`config.mk`:
```
export PLATFORM = sky130hd
export DESIGN_NAME = mem_port_arbiter
export DESIGN_NICKNAME = d
export VERILOG_FILES = /design/src/rtl/xm_mem_pkg.sv /design/src/rtl/mem_timeout_counter.sv /design/src/rtl/mem_port_arbiter.sv
export SDC_FILE = /design/constraint.sdc
export NUM_CORES = 1
export LEC_CHECK = 0
export ABC_AREA = 0
export BUFFER_PORTS_ARGS = -buffer_cell sky130_fd_sc_hd__buf_2
export CAP_MARGIN = 20
export CORE_MARGIN = 1
export CORE_UTILIZATION = 45
export CTS_CLUSTER_DIAMETER = 50
export DETAILED_ROUTE_END_ITERATION = 7
export PLACE_DENSITY = 0.77
export SLEW_MARGIN = 20
export SYNTH_ARGS = -nofsm -noshare
export SYNTH_HDL_FRONTEND = slang
export SYNTH_HIERARCHICAL = 1
export SYNTH_SLANG_ARGS = --single-unit
```
`constraint.sdc`:
```
create_clock -name clk -period 2.6 [get_ports clk]
set_input_delay 0.26 -clock clk [delete_from_list [all_inputs] [get_ports clk]]
set_output_delay 0.26 -clock clk [all_outputs]
set_load 0.005 [all_outputs]
```
`src/rtl/xm_mem_pkg.sv`:
```
// Shared types and defaults for the X-Makina memory port arbiter and its helpers.
package xm_mem_pkg;

  localparam int TIMEOUT_DEFAULT = 64;

  typedef enum logic [2:0] {
    ST_IDLE = 3'd0,
    ST_F_RD = 3'd1,
    ST_D_RD = 3'd2,
    ST_D_WR = 3'd3,
    ST_RESP = 3'd4
  } arb_state_t;

  typedef enum logic {
    OWNER_FETCH = 1'b0,
    OWNER_DATA  = 1'b1
  } owner_t;

endpackage

```
`src/rtl/mem_timeout_counter.sv`:
```
// Bus watchdog: counts access cycles since the last clear and flags the final
// permitted cycle so the owner can abort instead of waiting forever.
module mem_timeout_counter
  import xm_mem_pkg::*;
#(
  parameter int TIMEOUT = TIMEOUT_DEFAULT,
  parameter int TO_W    = 7
) (
  input  logic clk,
  input  logic reset,
  input  logic clear,
  input  logic enable,
  output logic expired
);

  localparam logic [TO_W-1:0] LAST_CYCLE = TO_W'(TIMEOUT - 1);

  logic [TO_W-1:0] count_q;
  logic [TO_W-1:0] count_d;

  // Saturates on the last cycle so a stalled owner cannot wrap back to zero.
  always_comb begin
    count_d = count_q;
    if (clear) begin
      count_d = '0;
    end else if (enable && (count_q != LAST_CYCLE)) begin
      count_d = count_q + 1'b1;
    end
  end

  always_ff @(posedge clk or posedge reset) begin
    if (reset) begin
      count_q <= '0;
    end else begin
      count_q <= count_d;
    end
  end

  assign expired = enable && (count_q == LAST_CYCLE);

endmodule

```
`src/rtl/mem_port_arbiter.sv`:
```
// Shares the single memory port between instruction fetch (read-only) and data
// access (read/write); one transaction at a time, alternating under contention.
module mem_port_arbiter
  import xm_mem_pkg::*;
#(
  parameter int WORD    = 16,
  parameter int TIMEOUT = TIMEOUT_DEFAULT,
  parameter int TO_W    = 7
) (
  input  logic            clk,
  input  logic            reset,
  input  logic            f_req,
  input  logic [WORD-1:0] f_addr,
  output logic            f_done,
  output logic            f_err,
  output logic [WORD-1:0] f_data,
  input  logic            d_req,
  input  logic            d_we,
  input  logic [WORD-1:0] d_addr,
  input  logic [WORD-1:0] d_wdata,
  output logic            d_done,
  output logic            d_err,
  output logic [WORD-1:0] d_rdata,
  output logic            MEM_rd_en,
  output logic            MEM_wr_en,
  output logic [WORD-1:0] MEM_rd_addr,
  output logic [WORD-1:0] MEM_wr_addr,
  output logic [WORD-1:0] MEM_wr_data,
  input  logic            MEM_rd_done,
  input  logic            MEM_wr_done,
  input  logic            MEM_rd_err,
  input  logic            MEM_wr_err,
  input  logic [WORD-1:0] MEM_data,
  output logic            grant_fetch
);

  arb_state_t      state_q, state_d;
  owner_t          owner_q, owner_d;
  owner_t          last_owner_q, last_owner_d;
  logic [WORD-1:0] addr_q, addr_d;
  logic [WORD-1:0] wdata_q, wdata_d;
  logic [WORD-1:0] f_data_q, f_data_d;
  logic [WORD-1:0] d_rdata_q, d_rdata_d;
  logic            err_q, err_d;

  logic grant;
  logic pick_data;
  logic in_access;
  logic to_expired;

  assign in_access = (state_q == ST_F_RD) || (state_q == ST_D_RD) || (state_q == ST_D_WR);

  mem_timeout_counter #(
    .TIMEOUT(TIMEOUT),
    .TO_W   (TO_W)
  ) u_timeout (
    .clk    (clk),
    .reset  (reset),
    .clear  (grant),
    .enable (in_access),
    .expired(to_expired)
  );

  always_comb begin
    state_d      = state_q;
    owner_d      = owner_q;
    last_owner_d = last_owner_q;
    addr_d       = addr_q;
    wdata_d      = wdata_q;
    f_data_d     = f_data_q;
    d_rdata_d    = d_rdata_q;
    err_d        = err_q;
    grant        = 1'b0;
    pick_data    = 1'b0;

    unique case (state_q)
      ST_IDLE: begin
        if (f_req || d_req) begin
          grant = 1'b1;
          // Under contention the requester that did not own the last transaction wins.
          pick_data = d_req && (!f_req || (last_owner_q == OWNER_FETCH));
          owner_d   = pick_data ? OWNER_DATA : OWNER_FETCH;
          addr_d    = pick_data ? d_addr : f_addr;
          err_d     = 1'b0;
          if (pick_data && d_we) begin
            wdata_d = d_wdata;
            state_d = ST_D_WR;
          end else begin
            state_d = pick_data ? ST_D_RD : ST_F_RD;
          end
        end
      end
      ST_F_RD, ST_D_RD: begin
        if (MEM_rd_done) begin
          err_d = MEM_rd_err;
          if (state_q == ST_D_RD) begin
            d_rdata_d = MEM_data;
          end else begin
            f_data_d = MEM_data;
          end
          state_d = ST_RESP;
        end else if (to_expired) begin
          err_d   = 1'b1;
          state_d = ST_RESP;
        end
      end
      ST_D_WR: begin
        if (MEM_wr_done) begin
          err_d   = MEM_wr_err;
          state_d = ST_RESP;
        end else if (to_expired) begin
          err_d   = 1'b1;
          state_d = ST_RESP;
        end
      end
      ST_RESP: begin
        last_owner_d = owner_q;
        state_d      = ST_IDLE;
      end
      default: state_d = ST_IDLE;
    endcase
  end

  always_ff @(posedge clk or posedge reset) begin
    if (reset) begin
      state_q      <= ST_IDLE;
      owner_q      <= OWNER_FETCH;
      last_owner_q <= OWNER_DATA;
      addr_q       <= '0;
      wdata_q      <= '0;
      f_data_q     <= '0;
      d_rdata_q    <= '0;
      err_q        <= 1'b0;
    end else begin
      state_q      <= state_d;
      owner_q      <= owner_d;
      last_owner_q <= last_owner_d;
      addr_q       <= addr_d;
      wdata_q      <= wdata_d;
      f_data_q     <= f_data_d;
      d_rdata_q    <= d_rdata_d;
      err_q        <= err_d;
    end
  end

  // Strobes decode straight from state so an asynchronous reset drops them at once.
  assign MEM_rd_en   = (state_q == ST_F_RD) || (state_q == ST_D_RD);
  assign MEM_wr_en   = (state_q == ST_D_WR);
  assign MEM_rd_addr = addr_q;
  assign MEM_wr_addr = addr_q;
  assign MEM_wr_data = wdata_q;
  assign grant_fetch = (state_q == ST_F_RD);

  assign f_done  = (state_q == ST_RESP) && (owner_q == OWNER_FETCH);
  assign d_done  = (state_q == ST_RESP) && (owner_q == OWNER_DATA);
  assign f_err   = f_done && err_q;
  assign d_err   = d_done && err_q;
  assign f_data  = f_data_q;
  assign d_rdata = d_rdata_q;

endmodule

```
=== Yosys cells after proc, flatten, opt, wreduce, memory -nomap -nowiden ===
Cells that the tools add are included.

* Equality and inequality tests: 7
* Muxes and demuxes: 18
* Bitwise logic cells: 3
* $add $sub $neg: 1
* Reductions and logical operators: 22

{| class="wikitable"
|+ Operators by type and width
! kind !! number
|-
| 16-bit two-way mux || 1
|-
| 7-bit two-way mux || 2
|-
| 3-bit two-way mux || 4
|-
| 3-bit one-hot mux with 3 select lines || 1
|-
| 3-bit AND reduction || 3
|-
| 1-bit logical AND || 8
|-
| 7-bit by 1-bit adder with 7-bit output, second input constant || 1
|-
| 7-bit by 6-bit equality test with 1-bit output, second input constant || 1
|-
| 1-bit two-way mux || 7
|-
| 7-bit by 6-bit != test with 1-bit output, second input constant || 1
|-
| 3-bit by 2-bit equality test with 1-bit output, second input constant || 2
|-
| 1-bit logical OR || 4
|-
| 2-bit two-way mux || 2
|-
| 2-bit AND reduction || 2
|-
| 3-bit by 1-bit equality test with 1-bit output, second input constant || 1
|-
| 3-bit equality test, second input constant || 1
|-
| 3-bit logical NOT || 1
|-
| 1-bit NOT || 3
|-
| 1-bit one-hot mux with 3 select lines || 1
|-
| 3-bit nonzero test || 1
|-
| 2-bit != test, second input constant || 1
|-
| 2-bit nonzero test || 1
|-
| 2-bit OR reduction || 1
|-
| 1-bit logical NOT || 1
|}

* Register bits after elaboration: 77
* Input bits: 73
* Logic and storage cells: 60

=== Longest topological paths before layout ===
* Word-level depth: 7
* Depth in mapped cells: 8
* Mapped depth without buffers: 7

=== Hierarchy ===
Netlist, hierarchy kept.

{| class="wikitable"
|+ Modules (own cells, without submodules)
! module !! area an instance (um2) !! cells an instance !! instances !! seq. area each (um2)
|-
| mem_port_arbiter || 3246.9 || 220 || 1 || 1752.9
|-
| mem_timeout_counter || 407.9 || 39 || 1 || 175.2
|}

=== Worst setup path before layout ===
No wires, ideal clock.

* Path kind: reg2reg
* Start point: register state_q[0]
* End point: register u_timeout.count_q[5]
* Path buffers: 3
* Data required time: 2.475 ns
* Arrival time: 1.714 ns
* Period minus slack after synthesis: 1.839 ns
* Cell stages (with the launch flop): 8
* Library setup time: 0.125 ns
* Slack: 0.761 ns
* Cells stage by stage: dfrtp_1 > nor3_2 > o21a_1 > buf_4 > buf_6 > buf_1 > nor2b_1 > mux2_4

* Elaborated cells between the ends (all ways): 10
* Classes of those cells: 3 x eq/ne; 2 x mux; 5 x reduce/logical

{| class="wikitable"
|+ RTL lines
! item !! RTL line !! source
|-
| start: declaration || mem_port_arbiter.sv:37 || <nowiki>arb_state_t state_q, state_d;</nowiki>
|-
| start signal: assignment || mem_port_arbiter.sv:135 || <nowiki>state_q <= state_d;</nowiki>
|-
| 3-bit logical NOT * || mem_port_arbiter.sv:76 || <nowiki>unique case (state_q)</nowiki>
|-
| 1-bit two-way mux * || mem_port_arbiter.sv:76 ||
|-
| named net grant || mem_port_arbiter.sv:46 || <nowiki>logic grant;</nowiki>
|-
| 7-bit two-way mux / 2-bit nonzero test (equally long branches) || n/a ||
|-
| end signal: assignment || mem_timeout_counter.sv:35 || <nowiki>count_q <= count_d;</nowiki>
|-
| end: declaration || mem_timeout_counter.sv:18 || <nowiki>logic [TO_W-1:0] count_q;</nowiki>
|}

The timed path passes the listed nets; every way through them passes the cells marked *.
A chain may end at the register's enable or synchronous reset.

=== Worst setup path in the final report ===
* Start point: register state_q[2]
* End point: register err_q

* Cells in the longest elaborated chain, start to end: 7
* Elaborated cells between the ends (all ways): 15
* Classes of those cells: 4 x eq/ne; 4 x mux; 7 x reduce/logical

{| class="wikitable"
|+ Ends and longest elaborated chain
! item !! RTL line !! source
|-
| 3-bit by 1-bit equality test with 1-bit output / 3-bit by 2-bit equality test with 1-bit output (equally long branches) || mem_port_arbiter.sv:51 || <nowiki>assign in_access = (state_q == ST_F_RD) || (state_q == ST_D_RD) || (state_q == ST_D_WR);</nowiki>
|-
| 1-bit logical OR || mem_port_arbiter.sv:51 ||
|-
| 1-bit logical OR * || mem_port_arbiter.sv:51 ||
|-
| named net in_access || mem_port_arbiter.sv:48 || <nowiki>logic in_access;</nowiki>
|-
| 1-bit logical AND * || mem_timeout_counter.sv:39 || <nowiki>assign expired = enable && (count_q == LAST_CYCLE);</nowiki>
|-
| named net to_expired || mem_port_arbiter.sv:49 || <nowiki>logic to_expired;</nowiki>
|-
| 1-bit two-way mux * || n/a ||
|-
| 1-bit two-way mux, on equally long branches || n/a ||
|-
| 1-bit one-hot mux with 3 select lines * || mem_port_arbiter.sv:76 ||
|-
| end signal: assignment || mem_port_arbiter.sv:142 || <nowiki>err_q <= err_d;</nowiki>
|-
| end: declaration || mem_port_arbiter.sv:44 || <nowiki>logic err_q, err_d;</nowiki>
|}

Marks and branches as above.

==> results <==
- The footprint of the multi-input gates is 1470 um2.
- Compared with the post-synthesis result, the final layout area differs by 25.9%.
- Derived from the worst setup path, the maximum achievable clock frequency is 518 MHz.
- By count the netlist is led by 76 x sky130_fd_sc_hd__dfrtp_1, 52 x sky130_fd_sc_hd__mux2_2, 20 x sky130_fd_sc_hd__buf_4, 20 x sky130_fd_sc_hd__mux2_4, 10 x sky130_fd_sc_hd__mux2_1.
- The number of nets still failing antenna checks after routing is 0.
- The worst clock skew is 0.0104 ns.
- For this block, the initial DRC count from the detailed router was 58.
- Registers take 1930 um2.
- In this run the power density over the cells is 1130 nW/um2.
- The remaining global-route overflow is 0.
- The number of pins exceeding their max-slew limit in the final report is 0.
- The total via count after detailed routing is 2574.
- The compound-cell area share of the yosys netlist is 4.79%.
- The number of clock buffers added by TritonCTS is 9.
- At the pin with the least slew margin, the transition time is 0.682 ns.
- The number of nets produced by synthesis is 333.
- The number of hold violations in the final report is 0.
- The clock passes through at most 2 buffers.
- The path class of the tightest hold or removal check is input pin to flip-flop.
- The total I/O pin count is 160.
- The synthesized netlist contains 49 unique library cells.
- The flow ran to the end, and the final reports show no timing, DRC or antenna violations.
- The signal on the critical path passes through inv_1 > o21a_1 > nand4_1 > nor3_1 > a31oi_1 > o211ai_1.
- The insertion delay to the later sink of the worst-skew pair is 0.35 ns.
- The die covers 8490 um2.
- Setup repair after global routing left no endpoint under its margin.
- In this design, the stage delay of the slowest critical-path cell is 0.53 ns.
- The total of flip-flops plus latches after synthesis is 77.
- In the post-synthesis netlist, the biggest area contributors are sky130_fd_sc_hd__dfrtp_1 52%, sky130_fd_sc_hd__mux2_2 16%, sky130_fd_sc_hd__mux2_4 8.2%.
- The classification of the worst setup path is flip-flop to flip-flop.
- The pin count of the biggest net entering global routing is 41.
- The portion of the clock cycle consumed by the worst path in the final layout is 74.3%.
- Summed over all failing endpoints, the final setup total negative slack is 0 ns.
- The buffer cell driving the clock tree root is sky130_fd_sc_hd__clkbuf_8.
- The initial utilization of the core area, before any placement, comes to 46.8%.
- The share of the synthesized netlist area taken by xor and xnor gates is 0.240%.
- After synthesis, the largest family of logic cells by area is multiplexers.
- The average footprint of a synthesized cell is 14.1 um2.
- The pre-antenna-repair detailed-routing pass consisted of 4 iterations.
- Of the total synthesized cell area, the portion taken by AND, OR, NAND and NOR gates is 7.05%.
- The synthesized design spends more area on one cell type than any other, namely sky130_fd_sc_hd__dfrtp_1.
- The smallest clock period supported by the final layout is computed as 1.93 ns.
- The final routed DRC violation total is 0.
- The final layout contains 482 nets.
- The placed wire-length estimate after detailed placement is 5700 um.
- Counting every instance in the synthesized netlist gives 259.
- The number of vias per cell after detailed routing is 5.00.
- Global routing consumed, over all layers together, 18.4% of the routing resources.
- Yosys mapped a number of flops with a built-in enable equal to 0.
- Of the cells placed in the final design, the portion with a size suffix greater than 1 is 63.9%.
- Once the clock tree was built, the resizer swapped 0 gates to a different size.
- The number of global-route vias before repair came to 2505.
- The total setup violations reported at the end of the flow is 0.
- The area fraction of the dominant cell type after synthesis is 52.0%.
- VDD sags by at most 0.725 mV.
- Sequential cells were found to cover 52.8% of the synthesized design area.
- The die is 92.1 um wide.
- In the post-synthesis netlist, the cell with the most instances is sky130_fd_sc_hd__dfrtp_1.
- During placement, the flow inserted port buffers numbering 159.
- The die height is 92.1 um.
- The floorplan step defined a core boundary enclosing 7810 um2.
- The critical-path maximum fanout is 11.
- The predominant post-synthesis flop cell is sky130_fd_sc_hd__dfrtp_1.
- The layout has 653 filler cells.
- The clock tree from TritonCTS is built.
- The clock-pin transition on the worst setup and hold timing paths is 0.09 ns.
- Data on the critical path arrives at its endpoint at 2.20 ns.
- The leakage power is 2.28 nW.
- The startpoint kind of the worst setup timing path is a flip-flop.
- The adder and majority cell fraction of the synthesized area is 0.342%.
- The congestion estimate from routability-driven global placement came to 0.776.
- After floorplanning, the core was divided into 32 placement rows.
- For the worst setup path, the data required time is 2.86 ns.
- Across the run, the number of max-cap violations was 0.
- The synthesized netlist occupies a cell area of 3650 um2.
- In this run the number of H-tree levels came out at 3.
- The minimum hold slack is 0.136 ns.
- The tree built by TritonCTS fans out to 77 sinks.
- The final routed wirelength across all metal layers is 7450 um.
- The wire length of the first global-routing pass is 12000 um.
- In the synthesized netlist the async set-or-reset flop fraction comes to 100%.
- Measured against its own limit, the worst slew margin works out to 54.5%.
- STA classifies the critical path endpoint as a flip-flop.
- The post-synthesis mux area share is 27.9%.
- The antenna diode instance count is 0.
- The average detailed-routed wire length per instance is 14.5 um.
- The largest individual stage delay along the critical path comes from the cell sky130_fd_sc_hd__dfrtp_1.
- The buffer count from post-CTS setup fixing is 0.
- The count of yosys warnings during synthesis is 6.
- The number of antenna violations at the first check in global routing is 0.
routing by layer:
| metal | vias to the layer above | GRT usage [%] | wire (um) |
|---|---|---|---|
| met5 | - | 0 | 0 |
| met4 | 0 | 5.73 | 68 |
| met3 | 11 | 6.88 | 606 |
| met2 | 131 | 29.9 | 3650 |
| met1 | 1227 | 22.6 | 3120 |
| li1 | 1205 | - | - |
layout by cell type (no fill, tap or decap), types with 2 or more instances in the layout:
master                       netlist  layout
sky130_fd_sc_hd__buf_2             1     159
sky130_fd_sc_hd__dfrtp_1          76      76
sky130_fd_sc_hd__mux2_2           52      52
sky130_fd_sc_hd__mux2_4           20      20
sky130_fd_sc_hd__mux2_1           10      10
sky130_fd_sc_hd__clkbuf_8          0       9
sky130_fd_sc_hd__nand2_1           7       7
sky130_fd_sc_hd__and2_1            5       5
sky130_fd_sc_hd__nor2_1            5       5
sky130_fd_sc_hd__buf_4            20       5
sky130_fd_sc_hd__inv_1             5       4
sky130_fd_sc_hd__a211oi_1          4       4
sky130_fd_sc_hd__o21ai_0           3       3
sky130_fd_sc_hd__nand4_1           3       3
sky130_fd_sc_hd__inv_6             0       3
sky130_fd_sc_hd__o21a_1            2       2
sky130_fd_sc_hd__mux2i_1           2       2
sky130_fd_sc_hd__and3_1            2       2
sky130_fd_sc_hd__nor3b_1           2       2
sky130_fd_sc_hd__a21oi_1           2       2
sky130_fd_sc_hd__a31oi_1           2       2
sky130_fd_sc_hd__clkinvlp_4        0       2
sky130_fd_sc_hd__nor2b_1           2       2
sky130_fd_sc_hd__nand2b_1          2       2
flip-flops by register name (all words and copies together), names as in the netlist:
register           cells
MEM_rd_addr           16
MEM_wr_data           16
d_rdata               16
err_q                  1
f_data                16
last_owner_q           1
owner_q                1
state_q                3
u_timeout/count_q      7
path summary, 6_finish.rpt:
check / from / end / slack [ns] / depth (start not counted)
setup reg to reg: state_q[2] / err_q / 0.67 / 6
setup / recovery: state_q[2] / err_q / 0.67 / 6
hold reg to reg: f_data[6] / f_data[6] / 0.49 / 1
hold / removal: d_wdata[13] / MEM_wr_data[13] / 0.14 / 2
min in group asynchronous: reset / u_timeout/count_q[0] / 0.42 / 3
max in group asynchronous: reset / d_rdata[1] / 1.38 / 4
layout make-up:
cell class	instances	area share [%]
Sequential cell	77	41.9
Multi-Input combinational cell	149	32.0
Timing Repair Buffer	166	18.8
Tap cell	102	2.77
Clock buffer	9	2.69
Clock inverter	7	1.44
Inverter	5	0.408
per-stage QoR:
step	utilization, %	cell area (um2)	total power [W]	instances	setup slack, ns
after floorplan	-	3650	0.00366	259	0.573
after global placement	56.4	4400	0.00430	498	0.773
after detailed placement	56.4	4400	0.00440	498	0.710
after CTS	58.9	4600	0.00526	515	0.694
after global routing	58.9	4600	0.00557	515	0.474
final	58.9	4600	0.00518	515	0.668
critical path, delay by kind of cell (launching register included):
kind / cells / cell delay (ns)
AO/OA/AOI/OAI: 3 / 0.58
buffers and inverters: 1 / 0.17
flip-flops: 1 / 0.53
AND/OR/NAND/NOR: 2 / 0.57
where the power goes:
| part | total [W] | switching, W | internal (W) | leakage (nW) |
|---|---|---|---|---|
| Combinational | 0.00217 | 0.000876 | 0.00129 | 1.26 |
| Clock | 0.000843 | 0.000477 | 0.000366 | 0.0896 |
| Sequential | 0.00217 | 0.000388 | 0.00178 | 0.928 |
timing repair:
action                     4_1_cts  5_1_grt
setup endpoints to repair        0        0
hold buffers                     1        0
hold endpoints to repair         7        0
cell families after synthesis:
logic type | Yosys count
flops | 77
fa+ha+maj | 1
xor+xnor | 1
compound gates | 23
simple gates | 40
buf+inv | 33
mux | 84
(Power assumes the default switching activity.)
